`config.mk`:
```
export PLATFORM = sky130hd
export DESIGN_NAME = led_blink_sequencer
export DESIGN_NICKNAME = d
export VERILOG_FILES = /design/src/rtl/led_seq_pkg.sv /design/src/rtl/led_blink_sequencer_arb.sv /design/src/rtl/led_blink_sequencer.sv
export SDC_FILE = /design/constraint.sdc
export NUM_CORES = 1
export LEC_CHECK = 0
export CAP_MARGIN = 10
export CELL_PAD_IN_SITES_DETAIL_PLACEMENT = 1
export CELL_PAD_IN_SITES_GLOBAL_PLACEMENT = 1
export CORE_MARGIN = 2
export CORE_UTILIZATION = 40
export CTS_CLUSTER_SIZE = 8
export DETAILED_ROUTE_END_ITERATION = 10
export GPL_TIMING_DRIVEN = 0
export PLACE_DENSITY = 0.78
export SLEW_MARGIN = 10
export SYNTH_ARGS = -nofsm -noshare
export SYNTH_HDL_FRONTEND = slang
export SYNTH_SLANG_ARGS = --single-unit
```
`constraint.sdc`:
```
create_clock -name sys_clk -period 3.3 [get_ports sys_clk]
set_input_delay 0.825 -clock sys_clk [delete_from_list [all_inputs] [get_ports sys_clk]]
set_output_delay 0.825 -clock sys_clk [all_outputs]
set_load 0.01 [all_outputs]
```
`src/rtl/led_seq_pkg.sv`:
```
// Shared types and constants for the status-LED blink sequencer.
// Latency: n/a (package only).
// Backpressure: n/a (package only).
package led_seq_pkg;

    // Prescaler counter width; wide enough for any practical board clock divider.
    localparam int PRESC_W = 32;

    // 100 ms tick at the 27 MHz board clock: 27_000_000 * 0.1 - 1.
    localparam int unsigned DEFAULT_TICK_DIV = 32'd2_699_999;

    typedef enum logic [1:0] {
        S_IDLE = 2'd0,
        S_ON   = 2'd1,
        S_OFF  = 2'd2,
        S_GAP  = 2'd3
    } led_state_t;

endpackage

```
`src/rtl/led_blink_sequencer_arb.sv`:
```
// Round-robin pick of the first set request after ptr, wrapping modulo NUM_REQ.
// Latency: purely combinational.
// Backpressure: none; the caller decides when to act on the winner.
module rr_arbiter #(
    parameter int NUM_REQ = 4,
    parameter int IDX_W   = (NUM_REQ > 1) ? $clog2(NUM_REQ) : 1
) (
    input  logic [NUM_REQ-1:0] req,
    input  logic [IDX_W-1:0]   ptr,
    output logic               any,
    output logic [IDX_W-1:0]   winner
);

    logic [IDX_W-1:0] idx;

    // Scan ptr+1, ptr+2, ... and keep the first requester found; ptr itself is checked last.
    always_comb begin
        any    = 1'b0;
        winner = '0;
        idx    = '0;
        for (int i = 1; i <= NUM_REQ; i++) begin
            idx = IDX_W'((int'(ptr) + i) % NUM_REQ);
            if (!any && req[idx]) begin
                any    = 1'b1;
                winner = idx;
            end
        end
    end

endmodule

```
`src/rtl/led_blink_sequencer.sv`:
```
// Shares one active-low status LED among NUM_REQ requesters, playing N-blink bursts round-robin.
// Latency: request sampled in IDLE at cycle N; req_ready/grant_id/led update at N+1.
// Backpressure: req_valid is ignored while busy; requesters hold valid/count until req_ready.
module led_blink_sequencer
    import led_seq_pkg::*;
#(
    parameter int          NUM_REQ   = 4,
    parameter int          CNT_W     = 4,
    parameter int unsigned TICK_DIV  = DEFAULT_TICK_DIV,
    parameter int          GAP_TICKS = 5
) (
    input  logic                       sys_clk,
    input  logic                       sys_reset,
    input  logic [NUM_REQ-1:0]         req_valid,
    input  logic [NUM_REQ*CNT_W-1:0]   req_count,
    output logic [NUM_REQ-1:0]         req_ready,
    output logic                       busy,
    output logic [$clog2(NUM_REQ)-1:0] grant_id,
    output logic                       led
);

    localparam int IDX_W = $clog2(NUM_REQ);
    localparam int GAP_W = $clog2(GAP_TICKS + 1);

    led_state_t         state;
    led_state_t         state_nxt;
    logic [CNT_W-1:0]   remaining;
    logic [CNT_W-1:0]   remaining_nxt;
    logic [GAP_W-1:0]   gap_cnt;
    logic [GAP_W-1:0]   gap_nxt;
    logic [IDX_W-1:0]   ptr;
    logic [PRESC_W-1:0] presc_cnt;
    logic               tick;
    logic               arb_any;
    logic [IDX_W-1:0]   win_idx;
    logic [CNT_W-1:0]   sel_count;
    logic [NUM_REQ-1:0] grant_oh;
    logic               accept;

    rr_arbiter #(
        .NUM_REQ (NUM_REQ),
        .IDX_W   (IDX_W)
    ) u_arb (
        .req    (req_valid),
        .ptr    (ptr),
        .any    (arb_any),
        .winner (win_idx)
    );

    assign tick     = (presc_cnt == PRESC_W'(TICK_DIV));
    assign grant_oh = NUM_REQ'(1) << win_idx;

    // Pull the winning requester's count field out of the flat count bus.
    always_comb begin
        sel_count = '0;
        for (int i = 0; i < NUM_REQ; i++) begin
            if (win_idx == IDX_W'(i)) begin
                sel_count = req_count[i*CNT_W +: CNT_W];
            end
        end
    end

    // Next-state logic: arbitrate in IDLE, step blink phases and the gap on each tick.
    always_comb begin
        state_nxt     = state;
        remaining_nxt = remaining;
        gap_nxt       = gap_cnt;
        accept        = 1'b0;
        unique case (state)
            S_IDLE: begin
                if (arb_any) begin
                    accept        = 1'b1;
                    remaining_nxt = sel_count;
                    // A zero count is acknowledged and dropped without lighting the LED.
                    if (sel_count != '0) begin
                        state_nxt = S_ON;
                    end
                end
            end
            S_ON: begin
                if (tick) begin
                    state_nxt = S_OFF;
                end
            end
            S_OFF: begin
                if (tick) begin
                    remaining_nxt = remaining - 1'b1;
                    if (remaining == CNT_W'(1)) begin
                        state_nxt = S_GAP;
                        gap_nxt   = GAP_W'(GAP_TICKS);
                    end else begin
                        state_nxt = S_ON;
                    end
                end
            end
            S_GAP: begin
                if (tick) begin
                    gap_nxt = gap_cnt - 1'b1;
                    if (gap_cnt == GAP_W'(1)) begin
                        state_nxt = S_IDLE;
                    end
                end
            end
            default: state_nxt = S_IDLE;
        endcase
    end

    // Prescaler: free-running tick source, restarted on acceptance so the first ON phase is a full period.
    always_ff @(posedge sys_clk) begin
        if (sys_reset) begin
            presc_cnt <= '0;
        end else if (accept || tick) begin
            presc_cnt <= '0;
        end else begin
            presc_cnt <= presc_cnt + 1'b1;
        end
    end

    // State register plus registered outputs decoded from the next state.
    always_ff @(posedge sys_clk) begin
        if (sys_reset) begin
            state     <= S_IDLE;
            remaining <= '0;
            gap_cnt   <= '0;
            ptr       <= IDX_W'(NUM_REQ - 1);
            grant_id  <= '0;
            req_ready <= '0;
            led       <= 1'b1;
            busy      <= 1'b0;
        end else begin
            state     <= state_nxt;
            remaining <= remaining_nxt;
            gap_cnt   <= gap_nxt;
            req_ready <= accept ? grant_oh : '0;
            if (accept) begin
                ptr      <= win_idx;
                grant_id <= win_idx;
            end
            led  <= (state_nxt != S_ON);
            busy <= (state_nxt != S_IDLE);
        end
    end

endmodule

```
==> results of run 1 <==
[synth_stat cells (all sizes together), types with 6 or more instances]
| cell type | number | area, sq um |
|---|---|---|
| a21oi | 9 | 45.0 |
| and3 | 6 | 37.5 |
| buf | 6 | 28.8 |
| dfxtp | 51 | 1020 |
| inv | 9 | 33.8 |
| mux2 | 7 | 78.8 |
| nand2 | 28 | 108 |
| nand2b | 7 | 43.8 |
| nand3 | 11 | 55.1 |
| nor2 | 56 | 210 |
| nor3 | 10 | 76.3 |
| nor4 | 8 | 56.3 |
| o21ai | 6 | 30.0 |
| xnor2 | 13 | 114 |
| xor2 | 18 | 158 |
[kinds of logic after synthesis]
| group | count (synthesis) | share of synthesized area (%) |
|---|---|---|
| and+or+nand+nor | 149 | 29.6 |
| DFF | 51 | 40.0 |
| AOI/OAI and AO/OA | 38 | 10.2 |
| xor gates and xnor gates | 31 | 10.6 |
| buffers and inverters | 18 | 2.89 |
| muxes | 10 | 4.26 |
| adders and majority gates | 5 | 2.45 |
[layer usage]
| metal | global-route usage [%] | routed length, um |
|---|---|---|
| met5 | 0 | 0 |
| met4 | 5.43 | 92 |
| met3 | 3.86 | 215 |
| met2 | 30.3 | 2720 |
| met1 | 22.8 | 2890 |
[flip-flops by register name (all words and copies together) (netlist names)]
signal	flops
presc_cnt	32
remaining	4
req_ready	4
gap_cnt	3
grant_id	2
ptr	2
state	2
busy	1
led	1
[stage by stage]
stage	worst slack (ps)	instance area, sq um	util (%)	power, mW
3_3_place_gp	334	2930	46.7	1.21
4_1_cts	632	3030	48.3	1.61
2_1_floorplan	1090	2550	-	1.04
5_1_grt	462	3030	48.3	1.69
3_5_place_dp	293	2930	46.7	1.21
6_report	630	3030	48.3	1.59
[power groups by stage]
stage | Sequential, mW | Combinational [mW] | Clock, mW
2_1_floorplan | 0.754 | 0.283 | 0
3_3_place_gp | 0.750 | 0.457 | 0
3_5_place_dp | 0.753 | 0.462 | 0
4_1_cts | 0.740 | 0.465 | 0.401
5_1_grt | 0.750 | 0.512 | 0.430
6_report | 0.740 | 0.458 | 0.391
[final timing paths]
kind / start / endpoint / slack, ps
max: req_valid[3] / remaining[1] / 630
min: presc_cnt[0] / presc_cnt[0] / 460
max reg2reg: presc_cnt[0] / remaining[1] / 1030
min reg2reg: presc_cnt[0] / presc_cnt[0] / 460
[final cells by class]
type | instances | area share [%]
Tap cell | 77 | 3.18
Timing Repair Buffer | 28 | 9.25
Clock inverter | 2 | 0.537
Inverter | 9 | 1.11
Buffer | 9 | 1.32
Multi-Input combinational cell | 233 | 48.2
Clock buffer | 6 | 2.73
Sequential cell | 51 | 33.7
[critical path, delay by kind of cell]
kind	cells	cell delay (ps)
simple gates	5	1140
buf+inv	1	480
mux	1	400
==> flow_summary.yaml, run 1 <==
cells_and_area:
  antennaDiodeCount: 0
  nNetsFinal: 364
  final_common_cell: "nor2_1"
  seq_area_sq_um: 1020
  drive_gt1_share_pct: 7.99
  num-fill-cells: 763
  finalNonFillerCells: 415
  multi_input_comb_area_sq_um: 1460
  area_delta_synth_final_pct: 18.6
  mostFrequentLayoutCells: "nor2_1, dfxtp_1, clkdlybuf4s50_1"
timing:
  rsz0062_at_grt: "no"
  worst_pin_slew_ps: 676
  finalSetupTns_ps: 0
  hold_viol_final: 0
  clock-skew-final_ps: 9.68
  fin_crit_ps: 2670
  maxSlewHeadroom_pct: 54.5
  slew_viol_final: 0
  fin_crit_sh_pct: 80.9
  fmax_ghz: 0.375
  finalSetupViolCount: 0
  whs_ps: 461
power_and_ir_drop:
  pwr_density_cell_nw_per_um2: 525
  combPwrFrac_pct: 28.8
  cellLeakagePower_nw: 1.06
  peakVddDrop_uv: 259
  seqPwrFrac_pct: 46.5
  clock_power_share_pct: 24.6
  p_int_mw: 1.07
  p_sw_share_pct: 32.9
  p_sw_mw: 0.524
cts:
  path_clk_slew_ps: 90
  cts.repair_timing.setup_buffer_count: 0
  cts_hold_buf: 0
  numClockSinks: 51
  numCtsBuffers: 5
  clk_latency_ps: 310
  cts_tree: "built"
  clockBufferDepth: 2
  ctsRootBufferMaster: "clkbuf_8"
  htree_levels: 2
  post_cts_resized: 0
floorplanning:
  die-area_sq_um: 7040
  die_w_um: 83.9
  rows: 29
  io_pins: 30
  coreArea_sq_um: 6280
  start_util_pct: 40.7
  fp.dieH_um: 83.9
critical_path:
  cpMostUsedCell: "nor3_1"
  reg2reg_depth: 7
  critPathCaptureType: "flip-flop"
  critical_path_class: "input port to flip-flop"
  cp.arrival_ps: 2850
  crit_fanout: 10
  slowest_delay_ps: 560
  startpoint_type: "input port"
  crit_chain: "clkdlybuf4s50_1 -> nor2_1 -> nor3_1 -> nor3_2 -> mux2_2 -> nor3_1 -> nor4_2"
  cp.required_ps: 3480
  slowest_stage: "nor3_2"
route:
  vias: 2178
  wl_per_cell_um: 14.3
  drc_errors: 0
  ant_nets: 0
  first_pass_iters: 4
  routed_wl_mm: 5.92
  drt_iter0_markers: 83
  vias_per_cell: 5.25
synth:
  synth_edf_count: 0
  ys_dominant_reg_cell: "dfxtp_1"
  syn_area_sq_um: 2550
  synth_seq_cells: 51
  synthArstFlopShare_pct: 0
  syn_inst: 302
  synth_cell_types: 46
  syn_area_per_cell_sq_um: 8.46
  synth.net_count: 329
  synth_warnings: 0
  synth_seq_area_share_pct: 40.0
placement:
  numPortBuffers: 28
  hpwl_mm: 4.45
  finalWeightedCongestion: 0.755
  placed_cells: 407
global_routing:
  grt_pass1_vias: 2272
  grt_first_pass_wirelength_mm: 10.5
  grt_max_degree: 17
  grt_util_all_layers_pct: 17.9
  antenna_found_initial: 0
  gr-total-overflow: 0
run:
  cap_viol_max_count: 0
worst_hold_path:
  hold_class: "flip-flop to flip-flop"
  whs_path_depth: 1
outcome:
  status: "completed"
Power figures use the tool's default switching activity.
==> run 2, diff against run 1 <==
- CORE_UTILIZATION: 40 -> 38
- clock period: 3.3 -> 2.3 ns (I/O delays scaled with it)
==> run 2 against run 1 <==
  * The run now ends with negative setup slack left
  * Clock-buffer cell count decreased by 1
  * Via count rose by 0.69%
  * Power rose by 46%
  * Wire length rose by 1.8%
  * Sequential power up 43%
  * Cell count decreased by 0.24%
  * Setup slack got worse by 640 ps
  * Register-to-register slack worse by 890 ps
  * Die area rose by 5.0%
  * Non-clock buffer count decreased by 1
  * Core utilization is 0.47 points lower
  * Critical path type unchanged
==> flow_summary.yaml, run 2 (synthesis results as in run 1) <==
outcome:
  status: "complete, but fails checks"
  violations: "negative setup slack"
route:
  drc_errors: 0
  wl_per_cell_um: 14.6
  drt_iter0_markers: 60
  ant_nets: 0
  vias_per_cell: 5.30
  routed_wl_mm: 6.03
  first_pass_iters: 4
  vias: 2193
timing:
  fin_crit_sh_pct: 100
  finalSetupTns_ps: -8.25
  fin_crit_ps: 2310
  finalSetupViolCount: 1
  maxSlewHeadroom_pct: 61.6
  slew_viol_final: 0
  clock-skew-final_ps: 20.0
  fmax_ghz: 0.433
  worst_pin_slew_ps: 576
  rsz0062_at_grt: "yes"
  hold_viol_final: 0
  layout_setup_ws_ps: -8.25
placement:
  dp_slack_ps: -448
  numPortBuffers: 28
  hpwl_mm: 4.43
  dpl_cell_area_sq_um: 2930
  finalWeightedCongestion: 0.794
  placed_cells: 407
global_routing:
  grt_first_pass_wirelength_mm: 10.3
  grt_max_degree: 19
  grt_util_all_layers_pct: 17.1
  antenna_found_initial: 0
  grt_pass1_vias: 2205
  gr-total-overflow: 0
cells_and_area:
  mostFrequentLayoutCells: "nor2_1, dfxtp_1, nand2_1, clkdlybuf4s50_1, xor2_1"
  area_delta_synth_final_pct: 20.2
  nNetsFinal: 363
  top_register: "presc_cnt"
  antennaDiodeCount: 0
  largest_register_ffs: 32
  finalNonFillerCells: 414
  fin_area_sq_um: 3070
  final_common_cell: "nor2_1"
  reg_top3: "presc_cnt x32, remaining x4, req_ready x4"
  drive_gt1_share_pct: 10.1
cts:
  path_clk_slew_ps: 100
  numClockSinks: 51
  htree_levels: 2
  clk_latency_ps: 320
  cts_hold_buf: 0
  clockBufferDepth: 2
  numCtsBuffers: 5
  ctsRootBufferMaster: "clkbuf_8"
  cts_tree: "built"
critical_path:
  crit_start: "req_valid[1]"
  slowest_stage: "clkdlybuf4s50_1"
  startpoint_type: "input port"
  crit_fanout: 5
  crit_chain: "clkdlybuf4s50_1 -> nand2b_1 -> o221ai_1 -> mux2_2 -> o22a_1 -> a21o_1"
  reg2reg_depth: 7
  critical_path_class: "input port to flip-flop"
  r2r_start: "presc_cnt[0]"
  slowest_delay_ps: 540
  cp.required_ps: 2520
  cp.arrival_ps: 2530
  critPathCaptureType: "flip-flop"
worst_hold_path:
  hold_class: "flip-flop to flip-flop"
  min_from: "presc_cnt[0]"
  whs_path_depth: 1
floorplanning:
  io_pins: 30
  die_w_um: 86.0
  fp.dieH_um: 86.0
  start_util_pct: 39.8
  coreArea_sq_um: 6420
  die-area_sq_um: 7400
  rows: 29
run:
  cap_viol_max_count: 0
power_and_ir_drop:
  cellLeakagePower_nw: 1.09
  peakVddDrop_uv: 337
  pwr_density_cell_nw_per_um2: 757
## run 2: power breakdown
group          internal (mW)  leakage (nW)  switching, mW
clock network          0.225        0.0491          0.335
logic                  0.325         0.631          0.377
registers              0.979         0.414         0.0834
## run 2: per-layer routing
layer / share of wire, % / global-route usage [%] / vias up
li1: - / - / 1114
met3: 3.8 / 3.75 / 4
met5: 0 / 0 / -
met2: 46 / 28.5 / 31
met4: 0.80 / 3.90 / 0
met1: 50 / 22.5 / 1044
## run 2: what timing repair did
action | 4_1_cts | 5_1_grt
pin swaps | 0 | 1
endpoints found under the setup margin | 20 | 35
setup buffers | 0 | 0
gates resized for setup | 2 | 13
## run 2: cell type report
class,count,area (sq um)
sequential,51,1020
multi-input combinational,233,1500
clock buffer,5,68.8
clock inverter,3,26.3
tap,77,96.3
fill,770,3350
inverter,9,33.8
timing repair buffer,28,283
buffer,8,45.0
## run 2: critical path: cells and delay by family
kind	cells	cell delay, ps
compound gates	3	900
buf+inv	1	540
mux	1	400
simple gates	1	110
## run 2: final timing paths
kind,end,slack [ps]
hold reg to reg,presc_cnt[0],460
hold / removal,presc_cnt[0],460
setup / recovery,led,-8
setup reg to reg,gap_cnt[1],140
## run 2: metrics by stage
step	hold slack [ps]	total power, mW	util, %
finish	458	2.32	47.8
CTS	459	2.31	47.3
detailed placement	443	1.75	45.6
global route	482	2.47	47.8
global placement	431	1.73	45.6
floorplan	418	1.49	-
